===== src/rtl/uart_pkg.sv =====
// Shared UART definitions: state encoding, line levels and the baud-period helper
// used by both the transmitter and the receiver.
package uart_pkg;

    typedef enum logic [2:0] {
        ST_IDLE,
        ST_START,
        ST_DATA,
        ST_PARITY,
        ST_STOP
    } uart_state_e;

    localparam logic LINE_IDLE = 1'b1;
    localparam logic START_BIT = 1'b0;

    // Clocks per bit, truncated; callers reject results below 2.
    function automatic int calcBitCyc(input int clkFreq, input int baudRate);
        return clkFreq / baudRate;
    endfunction

endpackage


===== src/rtl/uart_baud_gen.sv =====
// Bit-period divider: counts 0..BIT_CYC-1 while enabled and flags the last clock
// of each bit. Dropping en restarts the count so the next bit is full length.
module uart_baud_gen #(
    parameter int BIT_CYC = 16
) (
    input  logic clk,
    input  logic rst,
    input  logic en,
    output logic bit_end
);

    localparam int CW = (BIT_CYC > 1) ? $clog2(BIT_CYC) : 1;
    localparam logic [CW-1:0] LAST = CW'(BIT_CYC - 1);

    logic [CW-1:0] r_cnt;

    generate
        if (BIT_CYC < 2) begin : g_badBitCyc
            $error("uart_baud_gen: BIT_CYC must be at least 2");
        end
    endgenerate

    always_ff @(posedge clk or negedge rst) begin
        if (!rst) begin
            r_cnt <= '0;
        end else if (!en || r_cnt == LAST) begin
            r_cnt <= '0;
        end else begin
            r_cnt <= r_cnt + 1'b1;
        end
    end

    assign bit_end = en && (r_cnt == LAST);

endmodule


===== src/rtl/uart_tx.sv =====
// UART transmitter: valid/ready byte input, serialised as start, data MSB-first,
// optional parity and one or two stop bits. All outputs are registered.
module uart_tx
    import uart_pkg::*;
#(
    parameter int CLK_FREQ   = 16_000_000,
    parameter int BAUD_RATE  = 9_600,
    parameter int PARITY     = 1,
    parameter int PARITY_ODD = 0,
    parameter int DI_WIDTH   = 8,
    parameter int STOP_BITS  = 1
) (
    input  logic                clk,
    input  logic                rst,
    input  logic [DI_WIDTH-1:0] din,
    input  logic                din_vld,
    output logic                din_rdy,
    output logic                tx,
    output logic                busy
);

    localparam int   BIT_CYC = calcBitCyc(CLK_FREQ, BAUD_RATE);
    localparam int   IW      = $clog2(DI_WIDTH);
    localparam logic PAR_EN  = (PARITY != 0);
    localparam logic PAR_ODD = (PARITY_ODD != 0);

    generate
        if (BIT_CYC < 2) begin : g_badBitCyc
            $error("uart_tx: CLK_FREQ/BAUD_RATE must be at least 2");
        end
        if (DI_WIDTH < 5 || DI_WIDTH > 8) begin : g_badWidth
            $error("uart_tx: DI_WIDTH must be 5..8");
        end
        if (STOP_BITS < 1 || STOP_BITS > 2) begin : g_badStop
            $error("uart_tx: STOP_BITS must be 1 or 2");
        end
    endgenerate

    uart_state_e         r_state, w_nextState;
    logic [DI_WIDTH-1:0] r_shreg, w_nextShreg;
    logic [IW-1:0]       r_bitIdx, w_nextBitIdx;
    logic                r_stopCnt, w_nextStopCnt;
    logic                r_parity, w_nextParity;
    logic                r_tx, w_nextTx;
    logic                r_rdy;
    logic                r_busy;
    logic                w_accept;
    logic                w_bitEnd;
    logic [DI_WIDTH-1:0] w_shifted;

    assign w_accept  = din_vld && r_rdy;
    assign w_shifted = {r_shreg[DI_WIDTH-2:0], 1'b0};

    uart_baud_gen #(
        .BIT_CYC(BIT_CYC)
    ) u_baud (
        .clk    (clk),
        .rst    (rst),
        .en     (r_state != ST_IDLE),
        .bit_end(w_bitEnd)
    );

    always_ff @(posedge clk or negedge rst) begin
        if (!rst) begin
            r_state   <= ST_IDLE;
            r_shreg   <= '0;
            r_bitIdx  <= '0;
            r_stopCnt <= 1'b0;
            r_parity  <= 1'b0;
            r_tx      <= LINE_IDLE;
            r_rdy     <= 1'b1;
            r_busy    <= 1'b0;
        end else begin
            r_state   <= w_nextState;
            r_shreg   <= w_nextShreg;
            r_bitIdx  <= w_nextBitIdx;
            r_stopCnt <= w_nextStopCnt;
            r_parity  <= w_nextParity;
            r_tx      <= w_nextTx;
            r_rdy     <= (w_nextState == ST_IDLE);
            r_busy    <= (w_nextState != ST_IDLE);
        end
    end

    // tx is loaded with the level of the state being entered, so the line is registered.
    always_comb begin
        w_nextState   = r_state;
        w_nextShreg   = r_shreg;
        w_nextBitIdx  = r_bitIdx;
        w_nextStopCnt = r_stopCnt;
        w_nextParity  = r_parity;
        w_nextTx      = r_tx;
        case (r_state)
            ST_IDLE: begin
                w_nextTx = LINE_IDLE;
                if (w_accept) begin
                    w_nextState  = ST_START;
                    w_nextShreg  = din;
                    w_nextParity = (^din) ^ PAR_ODD;
                    w_nextTx     = START_BIT;
                end
            end
            ST_START: begin
                if (w_bitEnd) begin
                    w_nextState  = ST_DATA;
                    w_nextBitIdx = IW'(DI_WIDTH - 1);
                    w_nextTx     = r_shreg[DI_WIDTH-1];
                end
            end
            ST_DATA: begin
                if (w_bitEnd) begin
                    w_nextShreg = w_shifted;
                    if (r_bitIdx == '0) begin
                        if (PAR_EN) begin
                            w_nextState = ST_PARITY;
                            w_nextTx    = r_parity;
                        end else begin
                            w_nextState   = ST_STOP;
                            w_nextStopCnt = 1'b0;
                            w_nextTx      = LINE_IDLE;
                        end
                    end else begin
                        w_nextBitIdx = r_bitIdx - 1'b1;
                        w_nextTx     = w_shifted[DI_WIDTH-1];
                    end
                end
            end
            ST_PARITY: begin
                if (w_bitEnd) begin
                    w_nextState   = ST_STOP;
                    w_nextStopCnt = 1'b0;
                    w_nextTx      = LINE_IDLE;
                end
            end
            ST_STOP: begin
                w_nextTx = LINE_IDLE;
                if (w_bitEnd) begin
                    if (r_stopCnt == 1'(STOP_BITS - 1)) begin
                        w_nextState = ST_IDLE;
                    end else begin
                        w_nextStopCnt = 1'b1;
                    end
                end
            end
            default: begin
                w_nextState = ST_IDLE;
                w_nextTx    = LINE_IDLE;
            end
        endcase
    end

    assign din_rdy = r_rdy;
    assign tx      = r_tx;
    assign busy    = r_busy;

endmodule


===== config.mk =====
export PLATFORM = sky130hd
export DESIGN_NAME = uart_tx
export DESIGN_NICKNAME = d
export VERILOG_FILES = /design/src/rtl/uart_pkg.sv /design/src/rtl/uart_baud_gen.sv /design/src/rtl/uart_tx.sv
export SDC_FILE = /design/constraint.sdc
export NUM_CORES = 1
export LEC_CHECK = 0
export ABC_AREA = 1
export ABC_CLOCK_PERIOD_IN_PS = 2800
export BUFFER_PORTS_ARGS = -buffer_cell sky130_fd_sc_hd__buf_2
export CAP_MARGIN = 20
export CORE_MARGIN = 2
export CORE_UTILIZATION = 35
export CTS_CLUSTER_DIAMETER = 30
export DETAILED_ROUTE_END_ITERATION = 10
export GPL_ROUTABILITY_DRIVEN = 0
export PLACE_DENSITY = 0.54
export REMOVE_ABC_BUFFERS = 1
export SLEW_MARGIN = 20
export SYNTH_ARGS = -nofsm -noshare
export SYNTH_HDL_FRONTEND = slang
export SYNTH_SLANG_ARGS = --single-unit

===== constraint.sdc =====
create_clock -name clk -period 2.8 [get_ports clk]
set_clock_uncertainty 0.05 [all_clocks]
set_input_delay 0.42 -clock clk [delete_from_list [all_inputs] [get_ports clk]]
set_output_delay 0.42 -clock clk [all_outputs]
set_load 0.03 [all_outputs]

# After elaboration in Yosys (flattened, before gate mapping)
# Index checks and enable logic that the tools add are counted.
# op_classes
add_sub_neg	2
n_eq_ne	11
n_mux	26
reduce_logical	18
# op_table
op	count
$mux 3	10
$mux 8	2
$pmux 8 s2	1
$pmux 3 s5	1
$add 11x1->11 const B	1
$eq 11x11->1 const B	1
$mux 11	1
$logic_not 3->1	3
$reduce_and 3->1	3
$mux 1	8
$ne 2x1->1 const B	4
$reduce_xor 8->1	1
$eq 3x2->1 const B	2
$pmux 3 s2	1
$reduce_bool 2->1	3
$reduce_bool 3->1	2
$ne 2x2->1 const B	2
$pmux 1 s4	1
$reduce_and 4->1	1
$eq 3x1->1 const B	1
$eq 3x3->1 const B	1
$sub 3x1->3 const B	1
$logic_and 1x1->1	2
$pmux 1 s2	1
other kinds (3)	3
# totals
register_bits	30
inputBits	11
output_inout_bits	3
wordCells	66

# Longest topological paths before layout
# logic_depth
depth_word	5
mapped_depth	11
mapped_depth_nobuf	11

# Modules after synthesis
# From an unflattened synthesis, not the netlist that was laid out.
# unflattened
hier_cells	243
hier_area_um2	1820.5
# modules_own_cells
module	n_inst	cells_per_inst	area_per_inst_um2	seq_area_each_um2
uart_tx	1	159	1173.6	452.9
uart_baud_gen	1	84	646.9	275.3

# Least setup slack after synthesis
# OpenSTA, ideal clock, no wires.
# synth_timing
path_kind	register to register
startpoint	register u_baud.r_cnt[1]
endpoint	register r_shreg[1]
setup_time_ns	0.121
t_arrival_ns	1.299
t_required_ns	2.629
path_slack_ns	1.330
stages_incl_launch_ff	9
n_path_buf	1
period_less_slack_ns	1.470
path_cell_list	dfrtp_1 > inv_1 > ha_1 > nand2_1 > nor2_2 > nand3_4 > o21ai_4 > buf_6 > o21ai_1
# synth_between
elab_chain_cells	4
# synth_lines
item	line_no	source
start, declared	uart_baud_gen.sv:15	logic [CW-1:0] r_cnt;
start signal, assigned	uart_baud_gen.sv:29	r_cnt <= r_cnt + 1'b1;
$eq 11x11->1	uart_baud_gen.sv:33	assign bit_end = en && (r_cnt == LAST);
$logic_and 1x1->1	uart_baud_gen.sv:33	
$ne 2x1->1 (no line)	n/a	
$reduce_and 3->1 (no line)	n/a	
end signal, assigned	uart_tx.sv:75	r_shreg <= w_nextShreg;
end, declared	uart_tx.sv:40	logic [DI_WIDTH-1:0] r_shreg, w_nextShreg;
# No other way between the ends.
# A chain may end at the register's enable or synchronous reset.

# Worst setup path after layout
# layout_timing
startpoint	register r_state[2]
endpoint	register r_shreg[4]
# layout_between
elab_chain_cells	4
elab_cells_between_ends	9
classes_between	3 x eq/ne; 1 x mux; 5 x reduce/logical
# layout_lines
item	line_no	source
start, declared	uart_tx.sv:39	uart_state_e r_state, w_nextState;
start signal, assigned	uart_tx.sv:74	r_state <= w_nextState;
$reduce_bool 3->1	uart_tx.sv:59	.en (r_state != ST_IDLE),
$logic_and 1x1->1	uart_baud_gen.sv:33	
$ne 2x1->1 (no line)	n/a	
$reduce_and 3->1 (no line)	n/a	
# Several ways; a longest one is shown, not always the timed one.

==> results.yml <==
drt:
  dr.pass1.iters: 4
  ant_nets: 0
  vias: 1459
  drt_iter0_markers: 62
  vias_per_cell: 4.59
  drc: 0
  wirelength_um: 3400
  post_drt_wl_per_cell_um: 10.7
global_routing:
  top_usage_layer: "met2"
  met3_usage_pct: 4.07
  grt_antenna_before_repair: 0
  grt_max_degree: 30
  grt.total_usage_pct: 14.3
  grt_pass1_vias: 1414
  grt_pass1_wl_um: 6020
  grt_overflow: 0
  grtUsageMet2_pct: 22.0
  grtUsageMet1_pct: 18.2
status:
  outcome: "completed"
final_layout:
  num-fill-cells: 515
  final_area_sq_um: 1970
  synthToLayoutAreaGrowth_pct: 13.2
  antenna_cells: 0
  final_nets: 265
  layout-drive-gt1-share_pct: 15.9
yosys:
  synth-seq-cells: 29
  netlist_instances: 233
  synth_area_per_cell_sq_um: 7.46
  yosysWarnings: 0
  synth_area_leaders: "dfrtp_1 39%, nand2_1 12%, inv_1 7.8%"
  ys_types: 32
  seq_area_frac_synth_pct: 41.9
  yosys.area.top_type: "dfrtp_1"
  synth_top_area_share_pct: 38.9
  synth_area_sq_um: 1740
critical_path:
  required_ps: 2960
  critPathCaptureType: "register"
  worstReg2RegEnd: "r_shreg[4]"
  start_kind: "register"
  worst-setup-path-type: "register to register"
  r2r-start: "r_state[2]"
  crit_start: "r_state[2]"
  crit_path_end: "r_shreg[4]"
  r2r.worst_path.cells: 5
  crit_fanout: 21
  arrival_ps: 1860
  reg2reg_slack_ps: 1100
sta:
  rsz0062_at_grt: "no"
  setup_ws_ps: 1100
  slew_violations: 0
  finalHoldViolCount: 0
  slew_headroom_pct: 56.1
  tightest_slew_ps: 658
  setup-tns-final_ps: 0
  fin_crit_ps: 1700
  setup_violations: 0
  fin_crit_sh_pct: 60.8
  fmax_mhz: 588
power:
  vdd_ir_drop_max_v: 0.000220
  powerDensity_nw_per_um2: 430
  p_leak_nw: 0.961
floorplan:
  die_w_um: 74.5
  row_count: 25
  die_area_sq_um: 5550
  ioPinCount: 14
  core-area_sq_um: 4750
  die_h_um: 74.5
  start_util_pct: 36.6
flow_run:
  maxCapViolCount: 0
placement:
  dp_hpwl_um: 2500
  place_ws_ps: 1100
  place.port_buffers: 13
  placed_area_sq_um: 1870
clock_tree:
  cts_sinks: 29
  htreeDepth: 2
  clockRootBuffer: "clkbuf_8"
  cts_tree: "done"
  post_cts_buffers: 0
  post_cts_resized: 0
  cts.clk_slew.worst_paths_ps: 60
  holdBufCountCts: 0
  cts_buffer_depth: 2
  clk_latency_ps: 280
  numCtsBuffers: 5
worst_hold_path:
  hold_path.class: "input port to async pin"
## cells by family (layout without fill, tap and decap cells)
group / count (synthesis) / after routing / share of synthesized area (%)
compound gates: 32 / 32 / 10.7
xor+xnor: 7 / 7 / 3.53
fa+ha+maj: 4 / 4 / 2.88
buf+inv: 43 / 61 / 10.0
flops: 29 / 29 / 41.9
simple gates: 118 / 118 / 31.0
## cell usage in the layout (no fill, tap or decap), drive strengths merged, types with 6 or more instances in the layout
cell type  instances
nand2             59
inv               39
nor2              28
dfrtp             27
o21ai             22
nand3             15
buf               14
nor3              10
a21oi              7
clkbuf             7
xnor2              6
## per-stage QoR
stage	power, W	hold WS (ps)	utilization [%]	cells
2_1_floorplan	0.000451	74.4	-	229
3_3_place_gp	0.000473	424	39.3	310
3_5_place_dp	0.000473	426	39.3	310
4_1_cts	0.000866	154	41.4	318
5_1_grt	0.000888	175	41.4	318
6_report	0.000847	119	41.4	318
## routing by layer
metal  routed length [um]  share of wire, %
met3                  129               3.8
met1                 1610                47
met2                 1570                46
met5                    0                 0
met4                   89               2.6
## cell type report
type	count	area [sq um]	area share, %
inverters	39	146	7.44
multi-input cells	161	836	42.5
clock buffers	7	96.3	4.90
well taps	67	83.8	4.26
flip-flops and latches	29	728	37.0
clock inverters	1	5.00	0.254
repair buffers	14	72.6	3.69
## synth_stat cells, drive strengths merged
cell type / n
o21ai: 22
nand3: 15
xnor2: 6
a21oi: 7
nand2: 59
dfstp: 2
nor3: 10
clkbuf: 1
ha: 4
nand4: 1
nor2: 28
and2: 1
inv: 39
nand2b: 1
o211ai: 3
nand3b: 1
nor3b: 2
dfrtp: 27
buf: 3
xor2: 1
## state kept, by name, indices dropped and copies added (netlist names)
signal and cells:
u_baud.r_cnt 11, din_rdy 1, r_shreg 8, r_parity 1
r_state 3, r_bitIdx 3, tx 1, busy 1
## worst min path at each step
stage	from	to	cells past startpoint
2_1_floorplan	rst	busy	0
3_3_place_gp	tx	tx	2
3_5_place_dp	tx	tx	2
4_1_cts	rst	r_shreg[3]	1
5_1_grt	rst	r_shreg[3]	1
6_report	rst	r_shreg[3]	1
## worst max-delay path, cell delays in order (launching register included)
cell and delay (ps):
dfrtp_1 410, inv_1 150, nand3_2 330, o21ai_4 500, nand2_1 90, o21ai_1 90
## report_power, final
part	internal, W	switching [W]
combinational	0.0000185	0.0000259
sequential	0.000419	0
clock	0.000222	0.000162
Note: power is estimated with default switching activity, not from simulation.
